## src/rtl/serializer_pkg.sv

```systemverilog
// Shared constants and FSM state type for the 16:1 parallel-in/serial-out path.
package serializer_pkg;

   localparam int WORD_WIDTH = 16;
   localparam int SEL_WIDTH  = 4;

   typedef enum logic {
      IDLE  = 1'b0,
      SHIFT = 1'b1
   } ser_state_t;

endpackage

```

## src/rtl/MUX_16_1.sv

```systemverilog
// 16:1 single-bit multiplexer with an output enable that forces 0 when low.
module MUX_16_1
   import serializer_pkg::*;
(
   input  logic [WORD_WIDTH-1:0] Data_In,
   input  logic [SEL_WIDTH-1:0]  Select_In,
   input  logic                  Enable_In,
   output logic                  Data_Out
);

   // Pick the selected bit, resolved to 0 while disabled.
   always_comb begin
      Data_Out = 1'b0;
      if (Enable_In) begin
         Data_Out = Data_In[Select_In];
      end else begin
         Data_Out = 1'b0;
      end
   end

endmodule

```

## src/rtl/piso_serializer_16.sv

```systemverilog
// Parallel-in/serial-out front end: registers a 16-bit word on a valid/ready
// handshake and sweeps the MUX_16_1 select through all 16 bit slots.
module piso_serializer_16
   import serializer_pkg::*;
#(
   parameter int LSB_FIRST   = 1,
   parameter int HOLD_CYCLES = 1
)(
   input  logic                  Clk_In,
   input  logic                  Reset_n_In,
   input  logic                  Enable_In,
   input  logic [WORD_WIDTH-1:0] Data_In,
   input  logic                  Data_Valid_In,
   output logic                  Data_Ready_Out,
   output logic                  Serial_Data_Out,
   output logic                  Serial_Valid_Out,
   output logic [SEL_WIDTH-1:0]  Select_Out,
   output logic                  Frame_Start_Out,
   output logic                  Done_Out
);

   localparam int HOLD_W = (HOLD_CYCLES > 1) ? $clog2(HOLD_CYCLES) : 1;
   localparam logic [HOLD_W-1:0]    HOLD_LAST = HOLD_W'(HOLD_CYCLES - 1);
   localparam logic [SEL_WIDTH-1:0] SEL_START = (LSB_FIRST != 0) ? SEL_WIDTH'(0)
                                                                 : SEL_WIDTH'(WORD_WIDTH - 1);
   localparam logic [SEL_WIDTH-1:0] BIT_LAST  = SEL_WIDTH'(WORD_WIDTH - 1);

   ser_state_t              state_q, state_d;
   logic [WORD_WIDTH-1:0]   data_q, data_d;
   logic [SEL_WIDTH-1:0]    bit_cnt_q, bit_cnt_d;
   logic [HOLD_W-1:0]       hold_cnt_q, hold_cnt_d;
   logic [SEL_WIDTH-1:0]    sel_q, sel_d;

   logic shifting_s;
   logic hold_wrap_s;
   logic last_cycle_s;
   logic ready_s;
   logic accept_s;
   logic mux_en_s;
   logic mux_bit_s;

   assign shifting_s   = (state_q == SHIFT);
   assign hold_wrap_s  = (hold_cnt_q == HOLD_LAST);
   assign last_cycle_s = shifting_s && hold_wrap_s && (bit_cnt_q == BIT_LAST);
   // Reset is folded in so ready reads 0 while the block is held in reset.
   assign ready_s      = Reset_n_In && Enable_In && (!shifting_s || last_cycle_s);
   assign accept_s     = Data_Valid_In && ready_s;
   assign mux_en_s     = shifting_s && Enable_In;

   MUX_16_1 u_mux (
      .Data_In   (data_q),
      .Select_In (sel_q),
      .Enable_In (mux_en_s),
      .Data_Out  (mux_bit_s)
   );

   assign Data_Ready_Out   = ready_s;
   assign Serial_Data_Out  = mux_bit_s;
   assign Serial_Valid_Out = mux_en_s;
   assign Select_Out       = sel_q;
   assign Frame_Start_Out  = mux_en_s && (bit_cnt_q == SEL_WIDTH'(0)) && (hold_cnt_q == HOLD_W'(0));
   assign Done_Out         = Enable_In && last_cycle_s;

   // Next-state: accept wins over frame end so back-to-back frames have no gap.
   always_comb begin
      state_d    = state_q;
      data_d     = data_q;
      bit_cnt_d  = bit_cnt_q;
      hold_cnt_d = hold_cnt_q;
      sel_d      = sel_q;
      if (!Enable_In) begin
         state_d = state_q;
      end else if (accept_s) begin
         state_d    = SHIFT;
         data_d     = Data_In;
         bit_cnt_d  = SEL_WIDTH'(0);
         hold_cnt_d = HOLD_W'(0);
         sel_d      = SEL_START;
      end else if (shifting_s) begin
         if (hold_wrap_s) begin
            hold_cnt_d = HOLD_W'(0);
            bit_cnt_d  = bit_cnt_q + SEL_WIDTH'(1);
            sel_d      = (LSB_FIRST != 0) ? (sel_q + SEL_WIDTH'(1)) : (sel_q - SEL_WIDTH'(1));
            if (last_cycle_s) begin
               state_d = IDLE;
            end else begin
               state_d = SHIFT;
            end
         end else begin
            hold_cnt_d = hold_cnt_q + HOLD_W'(1);
         end
      end else begin
         state_d = IDLE;
      end
   end

   // State, word and counter registers.
   always_ff @(posedge Clk_In or negedge Reset_n_In) begin
      if (!Reset_n_In) begin
         state_q    <= IDLE;
         data_q     <= {WORD_WIDTH{1'b0}};
         bit_cnt_q  <= SEL_WIDTH'(0);
         hold_cnt_q <= HOLD_W'(0);
         sel_q      <= SEL_START;
      end else begin
         state_q    <= state_d;
         data_q     <= data_d;
         bit_cnt_q  <= bit_cnt_d;
         hold_cnt_q <= hold_cnt_d;
         sel_q      <= sel_d;
      end
   end

endmodule
```

## config.mk

```make
export PLATFORM = sky130hd
export DESIGN_NAME = piso_serializer_16
export DESIGN_NICKNAME = d
export VERILOG_FILES = /design/src/rtl/serializer_pkg.sv /design/src/rtl/MUX_16_1.sv /design/src/rtl/piso_serializer_16.sv
export SDC_FILE = /design/constraint.sdc
export NUM_CORES = 1
export LEC_CHECK = 0
export CORE_MARGIN = 4
export CORE_UTILIZATION = 53
export DETAILED_ROUTE_END_ITERATION = 10
export GPL_TIMING_DRIVEN = 0
export PLACE_DENSITY = 0.84
export SLEW_MARGIN = 20
export SYNTH_ARGS = -nofsm -noshare
export SYNTH_HDL_FRONTEND = slang
export SYNTH_SLANG_ARGS = --single-unit
```

## constraint.sdc

```tcl
create_clock -name Clk_In -period 3.6 [get_ports Clk_In]
set_input_delay 0.72 -clock Clk_In [delete_from_list [all_inputs] [get_ports Clk_In]]
set_output_delay 0.72 -clock Clk_In [all_outputs]
set_load 0.02 [all_outputs]
```

==> run summary <==
Yosys mapped the design onto 31 distinct sky130hd cell types. The tools report the clock tree root driver cell as sky130_fd_sc_hd__clkbuf_4. The tools report the clock skew after layout as 13.1 ps.

Measured against its own limit, the worst slew margin works out to 62.8%. After layout, the worst setup slack is 374 ps. Ranked by total cell area, the synthesized netlist is headed by sky130_fd_sc_hd__dfrtp_1 (49%), sky130_fd_sc_hd__mux2_4 (12%), sky130_fd_sc_hd__mux2_2 (5.3%), sky130_fd_sc_hd__mux4_2 (3.5%), sky130_fd_sc_hd__ha_1 (2.9%). Counting the fill cells in the layout gives 189. The logs give 1590 um^2 for the total cell area at the placement stage and 310 MHz for the highest achievable clock rate. The final number of hold-violating endpoints was 0; the number of buffer cells added on primary ports was 28.

For this run the aggregate overflow at the end of global routing stands at 0. Setup violations remaining at the end of the flow were counted as 0. The most frequent cell on the critical path was sky130_fd_sc_hd__clkdlybuf4s50_1. The met3 capacity usage during global routing was 5.43%; the count of cells along the worst register-to-register path was 7. Critical path class: in -> out. The post-route antenna net violation count is 0, and the placement-stage worst setup slack is -74.2 ps. The first global-routing pass estimated 4.33 mm of wire. Counting along the longest clock path gives a buffer depth of 2. The endpoint identified for the worst register-to-register timing path is data_q[3]$_DFFE_PN0P_. The max-capacitance violation count was 0; the average detailed-routed wire length per instance was 16.0 um.

The die covers 3250 um^2. The tools report the worst flop-to-flop path startpoint as bit_cnt_q[0]$_DFFE_PN0P_. In this run the power density over the cells is 753 nW/um^2. The most frequent cell after synthesis is sky130_fd_sc_hd__dfrtp_1. The number of global-route vias before repair came out at 904. Walking the worst path, the cells encountered are clkdlybuf4s50_1, nand2_1, nor4b_1, clkdlybuf4s50_1.

Maximum net fanout on the critical path: 6. Setup repair after global routing left no endpoint under its margin. Setup slack on the worst reg-to-reg path comes out at 1760 ps. The largest area contributor in the synthesized netlist is sky130_fd_sc_hd__dfrtp_1.

The top cell type's share of synthesized area works out to 49.1%. The number of H-tree branching levels was 1. The logs give 2250 um^2 for the total core area and 0.695 nW for the leakage power total. The tools report the worst hold-check slack as 357 ps. After detailed routing, the number of vias per cell comes to 5.46. The pin slew with the least headroom to its limit was 558 ps; the number of vias after detailed routing was 868. The relative area change from synthesis to final layout was 26.5%. The initial standard-cell utilization of the core was 56.5%; the die boundary height was 57.0 um. For this block, the routed nets add up to 2.55 mm of wire.

By count the netlist is led by sky130_fd_sc_hd__dfrtp_1 (25), sky130_fd_sc_hd__mux2_4 (10), sky130_fd_sc_hd__nand2_1 (9). Number of buffers inserted during clock tree synthesis: 3. After floorplanning, the core was divided into 17 placement rows. The worst endpoint required time was 2880 ps; the final critical-path share of the clock period was 89.6%. Once layout is complete, the cells apart from fillers number 159. The logs give 4 for the first-pass iteration count of the detailed router and 0.716 for the last weighted congestion value of the routability-driven placer. TritonCTS built the clock tree.

The DRC violation total after the first TritonRoute iteration is 16, and the post-layout minimum cycle time is 3230 ps. The number of flip-flops and latches in the synthesized netlist was 25; the total routing resource utilization after global routing was 16.9%. Global routing used 20.1% of the available met1 tracks.

Global routing used 30.3% of the available met2 tracks. The number of max-slew violations in the final report is 0. STA classifies the critical path startpoint as an input port. The run gives 71.5% as the final core area utilization. The worst-case IR drop observed on VDD is 0.000461 V. The Yosys step of the flow raised 0 warnings. The total inserted antenna cells was 0.

The run finished with clean final reports. The fraction of registers with async set or reset after synthesis was 100%; the register clock-pin slew on the reported worst setup and hold paths was 140 ps. After routing the design area is 1610 um^2. The wire-length estimate of the detail-placed layout is 1.93 mm. The tools report the initial antenna violation count as 0.

Of the synthesized area, sequential elements account for 49.1%. The average footprint of a synthesized cell is 12.9 um^2. In this run the worst hold path is classified as in -> async.

The critical path depth was 4. The highest cell delay on the worst timing path came out at 700 ps. The category of the worst setup path capture point was an output port. 29 I/O pins were placed. Across the whole layout, storage elements account for 626 um^2.

The largest individual stage delay along the critical path comes from the cell sky130_fd_sc_hd__clkdlybuf4s50_1. In this run, synthesis inferred 0 flip-flops with an integrated enable. Synthesis produced a netlist with a net count of 122. Die outline width: 57.0 um. The most used routing layer in global routing is met2.

The number of buffers and inverters on the critical path came out at 2. STA puts the critical path data arrival time at 2510 ps. The maximum number of pins on one net before global-route repair is 27. After detailed routing, the number of remaining DRC violations is 0.

Synthesis produced a netlist whose cell count is 99. The tools report the number of nets in the finished design as 155. The run gives 155 as the cell count after placement.

The dominant synthesized flop cell is sky130_fd_sc_hd__dfrtp_1. The share of layout cells above drive strength 1 was 23.7%. Gate family responsible for the most delay along the worst path: buffers and inverters.

The combined area of all synthesized cells was 1270 um^2; the clock insertion delay at the later pin of the skew report was 330 ps. The footprint of the multi-input gates came out at 579 um^2. Counting every sink on the clock net gives 25.
layout make-up:
class                      instances  area share [%]
timing repair buffer              28            17.1
multi-input combinational         65            35.9
sequential                        25            38.8
clock buffer                       3            1.40
inverter                           3           0.698
tap                               28            2.17
clock inverter                     1           0.310
buffer                             6            3.65
flip-flops by register name, indices dropped and copies added, names as in the netlist:
signal / flops
data_q: 16
Select_Out: 4
bit_cnt_q: 4
shifting_s: 1
per-stage QoR:
step                TNS [ps]  total power [mW]
detailed placement     -74.2              1.10
finish                     0              1.21
global placement       -64.4              1.06
floorplan                  0             0.902
global route               0              1.30
CTS                        0              1.22
layout by cell type, fill, tap and decap left out, drive strengths merged, types with 2 or more instances in the layout:
| cell type | instances |
|---|---|
| mux2i | 3 |
| ha | 3 |
| a21oi | 3 |
| nor2 | 8 |
| dfrtp | 25 |
| nand3 | 2 |
| nand4 | 3 |
| clkdlybuf4s50 | 27 |
| mux2 | 17 |
| xor2 | 4 |
| buf | 5 |
| nand3b | 2 |
| mux4 | 2 |
| inv | 3 |
| nand2 | 9 |
| xnor2 | 2 |
| clkbuf | 5 |
how the worst max path moves through the flow:
stage | startpoint | endpoint
after global placement | Reset_n_In | Data_Ready_Out
after global routing | Enable_In | Frame_Start_Out
final | Enable_In | Frame_Start_Out
after detailed placement | Reset_n_In | Data_Ready_Out
after CTS | Reset_n_In | Data_Ready_Out
after floorplan | Select_Out[0]$_DFFE_PN0P_ | Serial_Data_Out
layer usage:
layer	up-vias	routed length [um]
li1	408	-
met1	435	1020
met4	0	0
met2	25	1380
met5	-	0
met3	0	147
where the power goes:
group / leakage, nW / switching (mW) / internal [mW] / total [mW]
registers: 0.302 / 0.102 / 0.417 / 0.519
clock network: 0.0177 / 0.0835 / 0.0417 / 0.125
logic: 0.375 / 0.246 / 0.324 / 0.570
total: 0.695 / 0.432 / 0.783 / 1.21
cell families after synthesis:
logic type | Yosys count | synth area share [%]
fa+ha+maj | 3 | 2.94
mux | 22 | 23.8
flops | 25 | 49.1
simple gates | 27 | 10.7
buf+inv | 9 | 5.50
compound gates | 7 | 3.83
xor+xnor | 6 | 4.12
what timing repair did:
action,4_1_cts,5_1_grt
gates resized for setup,1,0
setup buffers,0,0
hold buffers,0,0
endpoints found under the setup margin,1,0
(Power assumes the default switching activity.)
